--- config.mk ---
export PLATFORM = sky130hd
export DESIGN_NAME = itu656_ycbcr_decoder
export DESIGN_NICKNAME = d
export VERILOG_FILES = /design/src/rtl/itu656_ycbcr_decoder.sv
export SDC_FILE = /design/constraint.sdc
export NUM_CORES = 1
export LEC_CHECK = 0
export ABC_AREA = 1
export CORE_MARGIN = 5
export CORE_UTILIZATION = 25
export DETAILED_ROUTE_END_ITERATION = 10
export SETUP_SLACK_MARGIN = 0.02
export SLEW_MARGIN = 20
export SYNTH_ARGS = -nofsm -noshare
export SYNTH_HDL_FRONTEND = slang
export SYNTH_SLANG_ARGS = --single-unit
--- constraint.sdc ---
create_clock -name iCLK -period 2.2 [get_ports iCLK]
set_input_delay 0.55 -clock iCLK [delete_from_list [all_inputs] [get_ports iCLK]]
set_output_delay 0.55 -clock iCLK [all_outputs]
set_load 0.1 [all_outputs]
--- src/rtl/itu656_ycbcr_decoder.sv ---
// BT.656 4:2:2 byte-stream decoder: timing-code tracking and
// per-pixel Y/Cb/Cr output with chroma shared across each pixel pair.
module itu656_ycbcr_decoder #(
    parameter int H_ACTIVE = 720,
    parameter int LINE_W   = 10
) (
    input  logic              iCLK,
    input  logic              iRST_N,
    input  logic [7:0]        iTD_DATA,
    output logic [7:0]        oY,
    output logic [7:0]        oCb,
    output logic [7:0]        oCr,
    output logic              oDVAL,
    output logic [9:0]        oX,
    output logic [LINE_W-1:0] oLine,
    output logic              oField,
    output logic              oVBLANK,
    output logic              oCodeErr
);

    localparam logic [0:0] ST_BLANK  = 1'b0;
    localparam logic [0:0] ST_ACTIVE = 1'b1;

    localparam logic [7:0]  BYTE_FF = 8'hFF;
    localparam logic [10:0] PIX_MAX = 11'(H_ACTIVE);

    logic [0:0]  state;
    logic [1:0]  phase;
    logic [10:0] pixCnt;
    logic [7:0]  win0, win1, win2;
    logic [7:0]  cbReg, y0Reg, crReg;
    logic        lineRst;

    logic preamble;
    logic xyF, xyV, xyH;
    logic xyOk;
    logic isFF;
    logic canEmit;

    assign preamble = (win0 == 8'hFF) && (win1 == 8'h00) && (win2 == 8'h00);
    assign xyF      = iTD_DATA[6];
    assign xyV      = iTD_DATA[5];
    assign xyH      = iTD_DATA[4];
    assign xyOk     = iTD_DATA[7] &&
                      (iTD_DATA[3:0] == {xyV ^ xyH, xyF ^ xyH,
                                         xyF ^ xyV, xyF ^ xyV ^ xyH});
    assign isFF     = (iTD_DATA == BYTE_FF);
    assign canEmit  = (pixCnt < PIX_MAX);

    // Window shifts in every state so a preamble is seen even mid-line.
    always_ff @(posedge iCLK or negedge iRST_N) begin
        if (!iRST_N) begin
            win0 <= 8'h00;
            win1 <= 8'h00;
            win2 <= 8'h00;
        end else begin
            win0 <= win1;
            win1 <= win2;
            win2 <= iTD_DATA;
        end
    end

    always_ff @(posedge iCLK or negedge iRST_N) begin
        if (!iRST_N) begin
            state    <= ST_BLANK;
            phase    <= 2'd0;
            pixCnt   <= '0;
            cbReg    <= 8'h00;
            y0Reg    <= 8'h00;
            crReg    <= 8'h00;
            lineRst  <= 1'b1;
            oY       <= 8'h00;
            oCb      <= 8'h00;
            oCr      <= 8'h00;
            oDVAL    <= 1'b0;
            oX       <= 10'd0;
            oLine    <= '0;
            oField   <= 1'b0;
            oVBLANK  <= 1'b0;
            oCodeErr <= 1'b0;
        end else begin
            oDVAL    <= 1'b0;
            oCodeErr <= 1'b0;
            if (preamble) begin
                if (xyOk) begin
                    oField  <= xyF;
                    oVBLANK <= xyV;
                    phase   <= 2'd0;
                    if (xyV) begin
                        lineRst <= 1'b1;
                    end
                    if (!xyH && !xyV) begin
                        state  <= ST_ACTIVE;
                        pixCnt <= '0;
                        if (lineRst) begin
                            oLine   <= '0;
                            lineRst <= 1'b0;
                        end else begin
                            oLine <= oLine + 1'b1;
                        end
                    end else begin
                        state <= ST_BLANK;
                    end
                end else begin
                    oCodeErr <= 1'b1;
                end
            end else if (state == ST_ACTIVE) begin
                if (isFF) begin
                    state <= ST_BLANK;
                    phase <= 2'd0;
                end else begin
                    phase <= phase + 2'd1;
                    unique case (phase)
                        2'd0: cbReg <= iTD_DATA;
                        2'd1: y0Reg <= iTD_DATA;
                        2'd2: begin
                            crReg <= iTD_DATA;
                            if (canEmit) begin
                                oY     <= y0Reg;
                                oCb    <= cbReg;
                                oCr    <= iTD_DATA;
                                oX     <= pixCnt[9:0];
                                oDVAL  <= 1'b1;
                                pixCnt <= pixCnt + 11'd1;
                            end
                        end
                        2'd3: begin
                            if (canEmit) begin
                                oY     <= iTD_DATA;
                                oCb    <= cbReg;
                                oCr    <= crReg;
                                oX     <= pixCnt[9:0];
                                oDVAL  <= 1'b1;
                                pixCnt <= pixCnt + 11'd1;
                            end
                            // Line is full once this pair lands; drop the rest.
                            if (pixCnt + 11'd1 >= PIX_MAX) begin
                                state <= ST_BLANK;
                            end
                        end
                        default: ;
                    endcase
                end
            end
        end
    end

endmodule

==> metrics.yaml, run 1 <==
synth:
  synth-edff-count: 0
  yosysSeqAreaShare: 0.560
  netlist_area_um2: 4960
  synth_most_common_cell: "nand2_1"
  synth_cells: 529
  netlist_top_cells_area: "dfrtp_1, nand2_1, inv_1, o21ai_0, mux2_2"
  ys_warn_count: 0
  synth_async_sr_flop_share: 1.00
  syn_nets: 548
  yosysTopAreaCell: "dfrtp_1"
  synth_top_area_frac: 0.555
  synth.distinct_cells: 33
  ys_top_cells_by_count: "nand2_1, dfrtp_1, inv_1, o21ai_0, nor2_1"
  syn-mean-instance-area_um2: 9.38
  synth_ff_type: "dfrtp_1"
  ys_seq_elements: 111
layout:
  largest_reg_flops: 11
  reg_top3: "pixCnt: 11 flops, oLine: 10 flops, oX: 10 flops"
  drive_gt1_frac: 0.229
  synthToLayoutAreaGrowth_pct: 27.6
  multiInputGateArea_um2: 1910
  regArea_um2: 2780
  nets: 638
  regMostFlops: "pixCnt"
  n_fill_cell: 2085
  antennaDiodeCount: 0
grt:
  met2_usage: 0.159
  track_usage: 0.105
  grt.busiest_layer: "met2"
  first_global_vias: 3698
  grt_first_pass_wirelength_mm: 18.8
  grtUsageMet1: 0.146
  grt_overflow: 0
  antenna_found_initial: 0
  grt_max_degree: 34
  met3_usage: 0.0272
worst_setup_path:
  critPathCapture: "phase[1]$_DFFE_PN0P_"
  crit_path_end_kind: "register"
  worstPathMaxFanout: 6
  worstRegToRegCells: 8
  arrival_ns: 2.33
  rrSetupSlack_ns: 0.25
  r2r_end: "oCb[6]$_DFFE_PN0P_"
  crit_path_start_kind: "input pin"
  r2r_start: "phase[0]$_DFFE_PN0P_"
  cp.required_ns: 2.48
  critPathLaunch: "iTD_DATA[6]"
  path_class: "in -> reg"
drt:
  drc: 0
  firstDrtPassIters: 4
  drtAntennaViolNets: 0
  wl_per_cell_um: 12.8
  drt_wl_total_mm: 11.3
  viasPerCell: 4.20
  routed-via-count: 3738
  drt-initial-drc-count: 125
pwr:
  p_leak_nw: 3.05
  ir_drop_mv: 0.789
  powerDensity_nw_per_um2: 1020
clock_network:
  clockRootBuffer: "clkbuf_16"
  cts_tree: "done"
  cts_buffers: 9
  worstSkewPairLatency_ns: 0.36
  htreeDepth: 3
  cts_buffer_depth: 2
  clock-sinks: 111
  clk_pin_slew_ns: 0.08
floorplanning:
  die_x_um: 151
  rows: 51
  start_util: 0.254
  ioPinCount: 58
  core_area_um2: 19500
  die_h_um: 151
  dieArea_um2: 22800
timing:
  setup_viol: 0
  setup_ws_ns: 0.153
  slew_headroom: 0.688
  max_freq_mhz: 489
  fin_crit_ns: 2.05
  holdWs_ns: 0.0746
  hold_viol_final: 0
  tightest_slew_ns: 0.467
  slew_violations: 0
  skew_ns: 0.0114
  rsz0062_at_grt: "no"
  min_period_over_period: 0.930
placed_design:
  gp_congestion: 0.848
  post-dp-hpwl_mm: 8.41
  io_buffers: 57
  pre_cts_ws_ns: -0.360
outcome:
  status: "completed"
job:
  max-cap-violations: 0
hold_path:
  hold_path.class: "in -> async"
[cell usage in the layout (no fill, tap or decap)]
| cell type | count |
|---|---|
| nand2_1 | 121 |
| dfrtp_1 | 110 |
| buf_4 | 85 |
| inv_1 | 56 |
| o21ai_0 | 36 |
| nor2_1 | 34 |
| nand3_1 | 20 |
| nand4_1 | 17 |
| o21a_1 | 17 |
| o211ai_1 | 16 |
| xor2_1 | 12 |
| mux2_2 | 12 |
| a21oi_1 | 11 |
| nand2_2 | 9 |
| clkbuf_16 | 9 |
| ha_1 | 8 |
| clkdlybuf4s50_1 | 6 |
| nor4_1 | 5 |
| nor3_1 | 4 |
| buf_12 | 4 |
| inv_2 | 3 |
| nand2_4 | 3 |
| inv_6 | 3 |
| o21ai_1 | 2 |
| nor2_4 | 2 |
| clkinv_4 | 2 |
| nand3b_1 | 2 |
| clkinv_2 | 2 |
| dlymetal6s2s_1 | 2 |
| a21oi_2 | 1 |
| nor3_2 | 1 |
| nand3_2 | 1 |
| xnor2_1 | 1 |
| nor2_2 | 1 |
| o21ai_2 | 1 |
| nand2_8 | 1 |
| o21bai_1 | 1 |
| ha_4 | 1 |
| clkinvlp_4 | 1 |
| dfstp_2 | 1 |
[what timing repair did]
item	in CTS	in global routing
setup endpoints to repair	3	41
cloned	0	1
setup buffers	0	0
hold buffers	0	0
gates resized for setup	0	20
pin swaps	1	4
[power by group]
part | switching, mW | internal [mW] | leakage [nW]
sequential | 0.257 | 2.45 | 1.42
combinational | 1.67 | 0.527 | 1.49
clock | 0.766 | 0.779 | 0.137
[cell type report]
type | instances | area share
clock inverter | 7 | 0.00831
inverter | 60 | 0.0364
sequential | 111 | 0.439
clock buffer | 9 | 0.0356
multi-input combinational | 340 | 0.301
tap | 265 | 0.0524
timing repair buffer | 97 | 0.127
[worst max-delay path, cell delays in order]
cell and delay (ns):
clkdlybuf4s50_1 0.61, xor2_1 0.21, nor2_1 0.07, nor3_2 0.19, nand2_2 0.11, nor2_4 0.14, inv_2 0.06, nand2_4 0.13
buf_4 0.14, nand3_1 0.05, o21ai_0 0.06
[kinds of logic (layout without fill, tap and decap cells)]
family,Yosys count,after routing,share of synthesized area
simple gates,220,221,0.197
flops,111,111,0.560
compound gates,85,85,0.103
buf+inv,79,173,0.0671
xor+xnor,13,13,0.0230
mux,12,12,0.0272
fa+ha+maj,9,9,0.0227
[worst min path at each step]
stage	endpoint	slack (ns)	depth (start not counted)
floorplan	cbReg[0]$_DFFE_PN0P_	0.25	0
global placement	win1[5]$_DFF_PN0_	0.36	0
detailed placement	win1[5]$_DFF_PN0_	0.36	0
CTS	oY[3]$_DFFE_PN0P_	0.07	1
global route	oY[3]$_DFFE_PN0P_	0.08	1
finish	oY[3]$_DFFE_PN0P_	0.07	1
[metal layers]
| metal | wire, um | up-vias | share of wire |
|---|---|---|---|
| met5 | 0 | - | 0 |
| met4 | 167 | 0 | 0.015 |
| met3 | 499 | 16 | 0.044 |
| met2 | 5030 | 58 | 0.44 |
| met1 | 5640 | 1753 | 0.50 |
| li1 | - | 1911 | - |
[per-stage QoR]
stage | std cells | utilization | TNS, ns | area, um2 | power [mW]
after floorplan | 529 | - | 0 | 4960 | 4.36
final | 889 | 0.324 | 0 | 6330 | 6.46
after global placement | 872 | 0.306 | -20.16 | 5980 | 4.92
after CTS | 888 | 0.321 | 0 | 6260 | 6.51
after global routing | 889 | 0.324 | 0 | 6330 | 6.78
after detailed placement | 872 | 0.306 | -20.30 | 5980 | 4.95
(Power assumes the default switching activity.)
==> inputs of run 2 (changes only) <==
- CORE_MARGIN: 5 -> 2
==> metrics.yaml, run 2 (synthesized netlist as in run 1, its figures left out) <==
layout:
  largest_reg_flops: 11
  fin_area_um2: 6470
  nets: 643
  drive_gt1_frac: 0.227
  final_cell_mix: "nand2_1, dfrtp_1, buf_4, inv_1, o21ai_0"
  synthToLayoutAreaGrowth_pct: 30.5
  reg_top3: "pixCnt: 11 flops, oLine: 10 flops, oX: 10 flops"
  n_fill_cell: 2013
  fin_util: 0.333
  layout_commonest_cell: "nand2_1"
  regMostFlops: "pixCnt"
  antennaDiodeCount: 0
clock_network:
  clock-sinks: 111
  clockRootBuffer: "clkbuf_16"
  clk_pin_slew_ns: 0.08
  htreeDepth: 3
  hold_buffers: 0
  cts_buffer_depth: 2
  worstSkewPairLatency_ns: 0.35
  cts_tree: "done"
  cts_buffers: 9
timing:
  slew_headroom: 0.641
  tightest_slew_ns: 0.538
  setup_ws_ns: 0.194
  hold_viol_final: 0
  fin_crit_ns: 2.01
  setup_viol: 0
  skew_ns: 0.0131
  min_period_over_period: 0.912
  max_freq_mhz: 498
  rsz0062_at_grt: "no"
  slew_violations: 0
floorplanning:
  rows: 51
  dieArea_um2: 21000
  start_util: 0.255
  die_h_um: 145
  ioPinCount: 58
  die_x_um: 145
  core_area_um2: 19500
worst_setup_path:
  path_class: "in -> reg"
  worstPathMaxFanout: 4
  arrival_ns: 2.25
  crit_path_start_kind: "input pin"
  r2r_start: "phase[0]$_DFFE_PN0P_"
  critPathLaunch: "iTD_DATA[3]"
  cp.required_ns: 2.44
  crit_path_end_kind: "register"
drt:
  routed-via-count: 3760
  drt_wl_total_mm: 11.6
  drc: 0
  drt-initial-drc-count: 189
  wl_per_cell_um: 13.0
  drtAntennaViolNets: 0
  viasPerCell: 4.21
  firstDrtPassIters: 4
grt:
  first_global_vias: 3704
  track_usage: 0.115
  grt_overflow: 0
  grt_max_degree: 41
  antenna_found_initial: 0
  grt_first_pass_wirelength_mm: 18.8
placed_design:
  dpl_cell_area_um2: 6000
  gp_congestion: 0.797
  io_buffers: 57
  post-dp-hpwl_mm: 8.17
  pre_cts_ws_ns: -0.391
outcome:
  status: "completed"
pwr:
  p_leak_nw: 3.12
  p_total_mw: 6.62
  powerDensity_nw_per_um2: 1020
  ir_drop_mv: 0.760
hold_path:
  hold_path.class: "in -> async"
job:
  max-cap-violations: 0
run 2: changes by cell type in the layout (fill, tap and decap cells not counted), moves of 2 or more:
cell       before  now
buf_12          4    6
buf_4          85   83
buf_6           0    3
clkbuf_16       9   12
clkinv_2        2    0
inv_8           0    2
nand2_1       121  127
nand2_2         9    3
run 2: timing repair:
item / CTS / global route
cloned: 0 / 3
gates resized for setup: 4 / 15
buffers inserted: 0 / 4
setup endpoints to repair: 12 / 46
pin swaps: 2 / 6
run 2: layout make-up:
| class | count | area (um2) | area share |
|---|---|---|---|
| clock inverter | 7 | 86.3 | 0.0133 |
| multi-input combinational | 339 | 1880 | 0.291 |
| clock buffer | 9 | 225 | 0.0348 |
| timing repair buffer | 103 | 940 | 0.145 |
| sequential | 111 | 2780 | 0.429 |
| tap | 265 | 332 | 0.0512 |
| inverter | 60 | 230 | 0.0356 |
run 2: worst paths after layout:
check / slack [ns] / depth (start not counted) / end
max: 0.19 / 12 / state$_DFFE_PN0N_
min: 0.17 / 1 / y0Reg[5]$_DFFE_PN0P_
max reg2reg: 0.25 / 8 / oCb[3]$_DFFE_PN0P_
min reg2reg: 0.37 / 0 / win1[6]$_DFF_PN0_
max in group asynchronous: 1.44 / 2 / pixCnt[5]$_DFFE_PN0P_
min in group iCLK: 0.37 / 0 / win1[6]$_DFF_PN0_
run 2: per-layer routing:
metal | routed length [um] | global-route usage | vias up
li1 | - | - | 1921
met2 | 5180 | 0.181 | 62
met4 | 85 | 0.0276 | 0
met5 | 0 | 0 | -
met1 | 5840 | 0.155 | 1769
met3 | 486 | 0.0342 | 8
run 2: worst max-delay path, cell delays in order:
cell and delay, ns:
clkdlybuf4s50_1 0.56, inv_1 0.10, a21oi_1 0.14, o21ai_1 0.09
nor3_2 0.17, nand2_2 0.10, buf_4 0.14, buf_4 0.13
inv_1 0.06, nor2_1 0.05, nor2_1 0.09, a21oi_1 0.07
run 2: where the power goes:
part           leakage, nW  internal [mW]  switching, mW
Combinational         1.54          0.541           1.66
Sequential            1.42           2.45          0.260
Clock                0.150          0.910          0.797
run 2: metrics by stage:
stage          std cells  hold slack, ns  TNS, ns
6_report             894           0.173        0
5_1_grt              894           0.207        0
4_1_cts              887           0.188        0
3_5_place_dp         871           0.360   -21.61
3_3_place_gp         871           0.360   -20.71
2_1_floorplan        529           0.254        0
